## src/rtl/mc_common_pkg.sv

```systemverilog
// Shared memory-channel request/response types and the arbiter policy enum.
package mc_common_pkg;

  localparam int ADDR_W = 32;
  localparam int DATA_W = 32;

  typedef struct packed {
    logic              valid;
    logic              we;
    logic [ADDR_W-1:0] addr;
    logic [DATA_W-1:0] wdata;
  } mem_req_t;

  typedef struct packed {
    logic              valid;
    logic [DATA_W-1:0] rdata;
  } mem_resp_t;

  typedef enum logic {
    ARB_RR    = 1'b0,
    ARB_FIXED = 1'b1
  } arb_mode_e;

endpackage

```

## src/rtl/tag_fifo.sv

```systemverilog
// Small synchronous FIFO holding requester indices of in-flight L2 transactions.
module tag_fifo #(
  parameter int WIDTH = 2,
  parameter int DEPTH = 4
) (
  input  logic                     clk,
  input  logic                     rst_n,
  input  logic                     push,
  input  logic                     pop,
  input  logic [WIDTH-1:0]         din,
  output logic [WIDTH-1:0]         dout,
  output logic                     full,
  output logic                     empty,
  output logic [$clog2(DEPTH):0]   count
);

  localparam int AW = $clog2(DEPTH);
  localparam int CW = AW + 1;

  logic [WIDTH-1:0] mem [DEPTH];
  logic [AW-1:0]    wptr, rptr;
  logic             do_push, do_pop;

  assign full    = (count == CW'(DEPTH));
  assign empty   = (count == '0);
  // Push is refused while full even if a pop happens in the same cycle.
  assign do_push = push && !full;
  assign do_pop  = pop && !empty;
  assign dout    = mem[rptr];

  always_ff @(posedge clk) begin
    if (do_push) mem[wptr] <= din;
  end

  always_ff @(posedge clk or negedge rst_n) begin
    if (!rst_n) begin
      wptr  <= '0;
      rptr  <= '0;
      count <= '0;
    end else begin
      if (do_push) wptr <= wptr + 1'b1;
      if (do_pop)  rptr <= rptr + 1'b1;
      case ({do_push, do_pop})
        2'b10:   count <= count + 1'b1;
        2'b01:   count <= count - 1'b1;
        default: count <= count;
      endcase
    end
  end

endmodule

```

## src/rtl/l2_rr_arbiter_ot.sv

```systemverilog
// N-to-1 L2 request arbiter (round-robin or fixed priority) with an outstanding
// limit and in-order response routing back to the issuing requester.
module l2_rr_arbiter_ot
  import mc_common_pkg::*;
#(
  parameter int N          = 4,
  parameter int DEPTH      = 4,
  parameter int FIXED_PRIO = 0
) (
  input  logic                   clk,
  input  logic                   rst_n,
  input  mem_req_t               req [N],
  output logic [N-1:0]           req_ready,
  output mem_resp_t              rsp [N],
  output mem_req_t               l2_req,
  input  logic                   l2_req_ready,
  input  mem_resp_t              l2_resp,
  output logic [$clog2(DEPTH):0] outstanding,
  output logic                   err_orphan
);

  localparam int        IW   = $clog2(N);
  localparam arb_mode_e MODE = (FIXED_PRIO != 0) ? ARB_FIXED : ARB_RR;

  logic [IW-1:0] ptr, grant, head;
  logic          full, empty, accept, pop;

  // Scan from ptr (RR) or from 0 (fixed); idle grant parks on ptr.
  always_comb begin : grant_sel
    int  k;
    logic found;
    k     = 0;
    found = 1'b0;
    grant = ptr;
    for (int i = 0; i < N; i++) begin
      if (MODE == ARB_FIXED) begin
        k = i;
      end else begin
        k = int'(ptr) + i;
        if (k >= N) k = k - N;
      end
      if (!found && req[k].valid) begin
        grant = IW'(k);
        found = 1'b1;
      end
    end
  end

  always_comb begin
    l2_req       = req[grant];
    l2_req.valid = req[grant].valid && !full;
  end

  // rst_n keeps every req_ready low while reset is held.
  assign accept = l2_req.valid && l2_req_ready && rst_n;
  assign pop    = l2_resp.valid && !empty;

  always_comb begin
    for (int i = 0; i < N; i++) begin
      req_ready[i] = accept && (grant == IW'(i));
      rsp[i]       = (pop && head == IW'(i)) ? l2_resp : '0;
    end
  end

  always_ff @(posedge clk or negedge rst_n) begin
    if (!rst_n) begin
      ptr <= '0;
    end else if (MODE == ARB_RR && accept) begin
      ptr <= (grant == IW'(N-1)) ? '0 : grant + 1'b1;
    end
  end

  always_ff @(posedge clk or negedge rst_n) begin
    if (!rst_n) begin
      err_orphan <= 1'b0;
    end else if (l2_resp.valid && empty) begin
      err_orphan <= 1'b1;
    end
  end

  tag_fifo #(
    .WIDTH (IW),
    .DEPTH (DEPTH)
  ) u_tag_fifo (
    .clk   (clk),
    .rst_n (rst_n),
    .push  (accept),
    .pop   (pop),
    .din   (grant),
    .dout  (head),
    .full  (full),
    .empty (empty),
    .count (outstanding)
  );

endmodule

```

## config.mk

```make
export PLATFORM = sky130hd
export DESIGN_NAME = l2_rr_arbiter_ot
export DESIGN_NICKNAME = d
export VERILOG_FILES = /design/src/rtl/mc_common_pkg.sv /design/src/rtl/tag_fifo.sv /design/src/rtl/l2_rr_arbiter_ot.sv
export SDC_FILE = /design/constraint.sdc
export NUM_CORES = 1
export LEC_CHECK = 0
export BUFFER_PORTS_ARGS = -buffer_cell sky130_fd_sc_hd__buf_2
export CAP_MARGIN = 20
export CORE_AREA = 2 2 199 201
export CTS_CLUSTER_DIAMETER = 60
export DETAILED_ROUTE_END_ITERATION = 12
export DIE_AREA = 0 0 201 203
export GPL_ROUTABILITY_DRIVEN = 0
export GPL_TIMING_DRIVEN = 1
export HOLD_SLACK_MARGIN = 0.05
export RECOVER_POWER = 25
export SKIP_CTS_REPAIR_TIMING = 1
export SLEW_MARGIN = 10
export SYNTH_ARGS = -nofsm -noshare
export SYNTH_HDL_FRONTEND = slang
export SYNTH_HIERARCHICAL = 1
export SYNTH_SLANG_ARGS = --single-unit
```

## constraint.sdc

```tcl
create_clock -name clk -period 3.01 [get_ports clk]
set_input_delay 0.903 -clock clk [delete_from_list [all_inputs] [get_ports clk]]
set_output_delay 0.903 -clock clk [all_outputs]
set_load 0.05 [all_outputs]
```

-- Word-level counts from Yosys, hierarchy flattened
Memory sizes are Yosys's and may differ from the RTL's.
Index checks and enable logic that the tools add are counted.
- memories kept: 1
- flip-flop bits (word level): 10
- RAM bits: 8
- output and inout port bits: 206
- logic and storage cells: 102
- reductions and logical operators: 27
- muxes and demuxes: 34
- bitwise gates (word level): 5
- eq/ne operators: 9
- order comparisons: 9
- add/subtract/negate cells: 12
- memory list (name ; depth ; width ; read ports ; clocked after memory_dff ; wr ports ; line ; RTL):
    u_tag_fifo.mem ; 4 ; 2 ; 1 ; 0 ; 1 ; tag_fifo.sv:20 ; logic [WIDTH-1:0] mem [DEPTH];
- operators by type and width (operator ; count):
    binary-select mux 66 bit (select 2 bit) ; 5
    two-way mux 66 bit ; 10
    two-way mux 33 bit ; 4
    greater-or-equal comparator 32 x 3 -> 1 bit (second input constant) ; 4
    two-way mux 32 bit ; 4
    inverter 32 bit ; 4
    logical AND 1 bit ; 18
    greater-or-equal comparator 3 bit (second input constant) ; 4
    subtractor 3 x 3 -> 4 bit (second input constant) ; 3
    == test 2 bit (second input constant) ; 5
    two-way mux 2 bit ; 5
    adder 2 x 1 -> 2 bit (second input constant) ; 3
    adder 2 x 2 -> 3 bit (second input constant) ; 2
    == test 2 x 1 -> 1 bit (second input constant) ; 3
    one-hot mux 3 bit (2 select lines) ; 1
    zero test 1 bit ; 5
    two-way mux 1 bit ; 5
    zero test 2 bit ; 2
    subtractor 2 x 3 -> 4 bit (second input constant) ; 1
    adder 2 x 1 -> 3 bit (second input constant) ; 1
    adder 3 x 1 -> 3 bit (second input constant) ; 1
    == test 3 bit (second input constant) ; 1
    greater-or-equal comparator 2 x 3 -> 1 bit (second input constant) ; 1
    zero test 3 bit ; 1
    3 further kinds ; 3

-- Depth between registers and ports, before layout
- word-level depth: 26
- depth in mapped cells: 12
- mapped depth without buffers: 11

-- By module
The synthesis kept the hierarchy.
- modules (own cells, without submodules) (module ; area an instance (um2) ; cells each ; instances):
    l2_rr_arbiter_ot ; 3100.5 ; 552 ; 1
    tag_fifo ; 725.7 ; 47 ; 1

-- Worst setup path after synthesis
No wires, ideal clock.
- kind: input to output
- start point: input port req[131] in the netlist's numbering
- end point: output port l2_req[56] in the netlist's numbering
- arrival: 2.740 ns
- slack: -0.633 ns
- stages on the path: 9
- buffers on the path: 3
- data required time: 2.107 ns
- cells stage by stage: nor3_1 -> a2111oi_2 -> or2_1 -> buf_4 -> inv_4 -> buf_8 -> buf_6 -> nand2_1 -> a32oi_1
- RTL lines (what ; line ; RTL):
    from (decl) ; l2_rr_arbiter_ot.sv:12 ; input mem_req_t req [N],
    to (decl) ; l2_rr_arbiter_ot.sv:15 ; output mem_req_t l2_req,

==> flow_metrics.py <==
metrics = {
    "floorplanning": {
        "die-area_sq_um": 40800,
        "ios": 506,
        "die_w_um": 201,
        "num_rows": 72,
        "die_h_um": 203,
        "start_util_pct": 9.95,
        "core_area_sq_um": 38500,
    },
    "grt": {
        "grt_pass1_vias": 6566,
        "grt_first_pass_wirelength_um": 39500,
        "overflow": 0,
        "antenna_found_initial": 12,
        "grt_max_degree": 54,
        "grt_usage_pct": 12.7,
    },
    "final_layout": {
        "fin_cells": 1657,
        "layout.nets": 1444,
        "multi_input_area_sq_um": 4720,
        "syn2layout_area_growth_pct": 175,
        "seqCellArea_sq_um": 492,
        "final_common_cell": "buf_2",
        "fillers": 4105,
        "drive_gt1_share_pct": 71.0,
        "final_cell_mix": "buf_2 (371), nand2_1 (147), and2_1 (94)",
    },
    "timing": {
        "period_share_pct": 116,
        "final.min_clock_period_ns": 3.50,
        "fin_skew_ns": 0.00118,
        "setup_viol": 183,
        "drv_slew": 0,
        "finalSetupTns_ns": -34.94,
        "whs_ns": 0.485,
        "worst_pin_slew_ns": 0.620,
        "hold_violations": 0,
        "slew_headroom_pct": 58.9,
        "grt_setup_unrepaired": "yes",
        "finalWorstSetupSlack_ns": -0.491,
        "max_freq_ghz": 0.286,
    },
    "status": {
        "outcome": "complete, but fails checks",
        "violations": "setup timing",
    },
    "route": {
        "first_iter_violations": 278,
        "vias": 6645,
        "drc": 0,
        "via_per_inst": 4.01,
        "drtAntennaViolNets": 0,
        "wl_per_cell_um": 17.7,
        "finalWirelength_um": 29300,
        "dr.pass1.iters": 4,
    },
    "hold_path": {
        "hold_class": "reg -> reg",
    },
    "clock_tree": {
        "clkLatencyLatePin_ns": 0.25,
        "cts_tree": "yes",
        "clockBufferDepth": 2,
        "cts_made_buffers": 3,
        "clock_sinks": 18,
        "ctsHtreeMaxLevel": 1,
        "cts-root-buf": "clkbuf_16",
        "path_clk_slew_ns": 0.05,
    },
    "yosys": {
        "seq_area_frac_synth_pct": 12.8,
        "synthCells": 599,
        "yosysUniqueCellTypes": 36,
        "syn_area_sq_um": 3830,
        "ys_ff_latch": 18,
        "synth.avg_cell_area_sq_um": 6.39,
        "syn_nets": 909,
        "yosysWarningCount": 6,
    },
    "placed_design": {
        "dp_hpwl_um": 24400,
        "port-buffer-count": 505,
        "dp.cells": 1634,
    },
    "power": {
        "irDropWorstVdd_mv": 0.693,
        "p_per_area_nw_per_um2": 1150,
        "finalPower_uw": 12000,
        "cellLeakagePower_uw": 0.00472,
    },
    "setup_path": {
        "required_ns": 2.11,
        "crit_fanout": 26,
        "reg2reg_slack_ns": 0.58,
        "cp-start-kind": "input pin",
        "critPathArrivalTime_ns": 2.60,
        "cp_common_cell": "buf_12",
        "crit_path_max_incr_delay_ns": 0.28,
        "critPathCaptureType": "output pin",
        "cpLargestDelayFamily": "buffers and inverters",
        "cp_slowest_cell": "or2_4",
        "path_cells": "buf_2 > nor2b_4 > o21a_1 > or2_4 > buf_12 > clkinv_16 > buf_12 > nand2_1 > a32oi_4 > buf_6",
        "worstSetupPathType": "in -> out",
        "worst-path-buf-inv": 5,
    },
    "run": {
        "cap_violations": 0,
    },
}
==> final timing paths <==
check / startpoint / endpoint / cells after the start
worst max-delay path: req[131] / l2_req[29] / 10
worst min-delay path: err_orphan$_DFFE_PN0P_ / err_orphan$_DFFE_PN0P_ / 1
worst max register to register: u_tag_fifo/count[0]$_DFFE_PN0P_ / u_tag_fifo/count[2]$_DFFE_PN0P_ / 11
worst min register to register: err_orphan$_DFFE_PN0P_ / err_orphan$_DFFE_PN0P_ / 1
max in group asynchronous: rst_n / u_tag_fifo/rptr[0]$_DFFE_PN0P_ / 2
min in group asynchronous: rst_n / ptr[1]$_DFFE_PN0P_ / 2
==> registers in the layout, summed over array words and instances (netlist names) <==
name / flops
err_orphan: 1
u_tag_fifo/rptr: 2
u_tag_fifo/wptr: 2
ptr: 2
u_tag_fifo/mem: 8
u_tag_fifo/count: 3
==> worst register-to-register path, stage by stage (launching register included) <==
cell     delay, ns
dfrtp_1       0.47
nor3b_4       0.35
a21oi_4       0.05
and3_1        0.28
nor2b_4       0.16
inv_1         0.06
ha_1          0.16
inv_1         0.05
fa_1          0.37
xor2_1        0.15
nor2_1        0.11
xor2_1        0.15
==> logic make-up after synthesis <==
logic type / count (synthesis) / share of synthesized area [%]
compound gates: 141 / 25.6
xor+xnor: 6 / 1.37
fa+ha+maj: 10 / 3.47
buf+inv: 66 / 9.88
flops: 18 / 12.8
mux: 4 / 1.83
simple gates: 354 / 45.0
==> metrics by stage <==
stage | util [%] | cell area, sq um | setup WS [ns]
after floorplan | - | 5400 | -0.366
after global placement | 24.1 | 9270 | -0.713
after detailed placement | 24.1 | 9270 | -0.661
after CTS | 24.3 | 9350 | -0.667
after global routing | 27.3 | 10500 | -0.557
final | 27.3 | 10500 | -0.491
==> Yosys cell counts <==
cell	n	area [sq um]
nand2_1	201	754
and2_1	134	838
a21oi_1	68	340
a32oi_1	65	569
clkbuf_1	25	93.8
buf_2	15	75.1
buf_6	11	124
dfrtp_1	10	250
ha_1	9	113
inv_1	9	33.8
edfxtp_1	8	240
nor2_1	5	18.8
buf_4	4	30.0
nor2b_1	3	18.8
o21ai_0	3	15.0
xnor2_1	3	26.3
xor2_1	3	26.3
and2_2	2	15.0
and3_1	2	12.5
mux4_2	2	45.0
nor3_1	2	10.0
a2111oi_2	1	15.0
a21o_1	1	7.51
and3b_1	1	8.76
buf_8	1	15.0
fa_1	1	20.0
inv_4	1	6.26
mux2_4	1	15.0
mux2i_1	1	10.0
nor2b_4	1	13.8
nor3b_1	1	7.51
nor3b_4	1	18.8
o21a_1	1	7.51
o221ai_2	1	15.0
o31a_2	1	10.0
or2_1	1	6.26
==> area by class of cell <==
| type | count | share of cell area (%) |
|---|---|---|
| Multi-Input combinational cell | 515 | 44.9 |
| Timing Repair Buffer | 586 | 42.7 |
| Tap cell | 518 | 6.16 |
| Sequential cell | 18 | 4.68 |
| Clock buffer | 4 | 0.749 |
| Inverter | 10 | 0.678 |
| Antenna cell | 6 | 0.143 |
==> power breakdown <==
part           internal [uW]  total (uW)  switching [uW]
Sequential               359         467             108
Clock                    180         268            88.4
Combinational           4470       11300            6840
==> per-layer routing <==
layer	routed length (um)	global-route usage (%)
met3	2090	2.91
met2	16100	25.1
met5	44	0
met1	10000	12.6
met4	1060	5.13
Note: power is estimated with default switching activity, not from simulation.
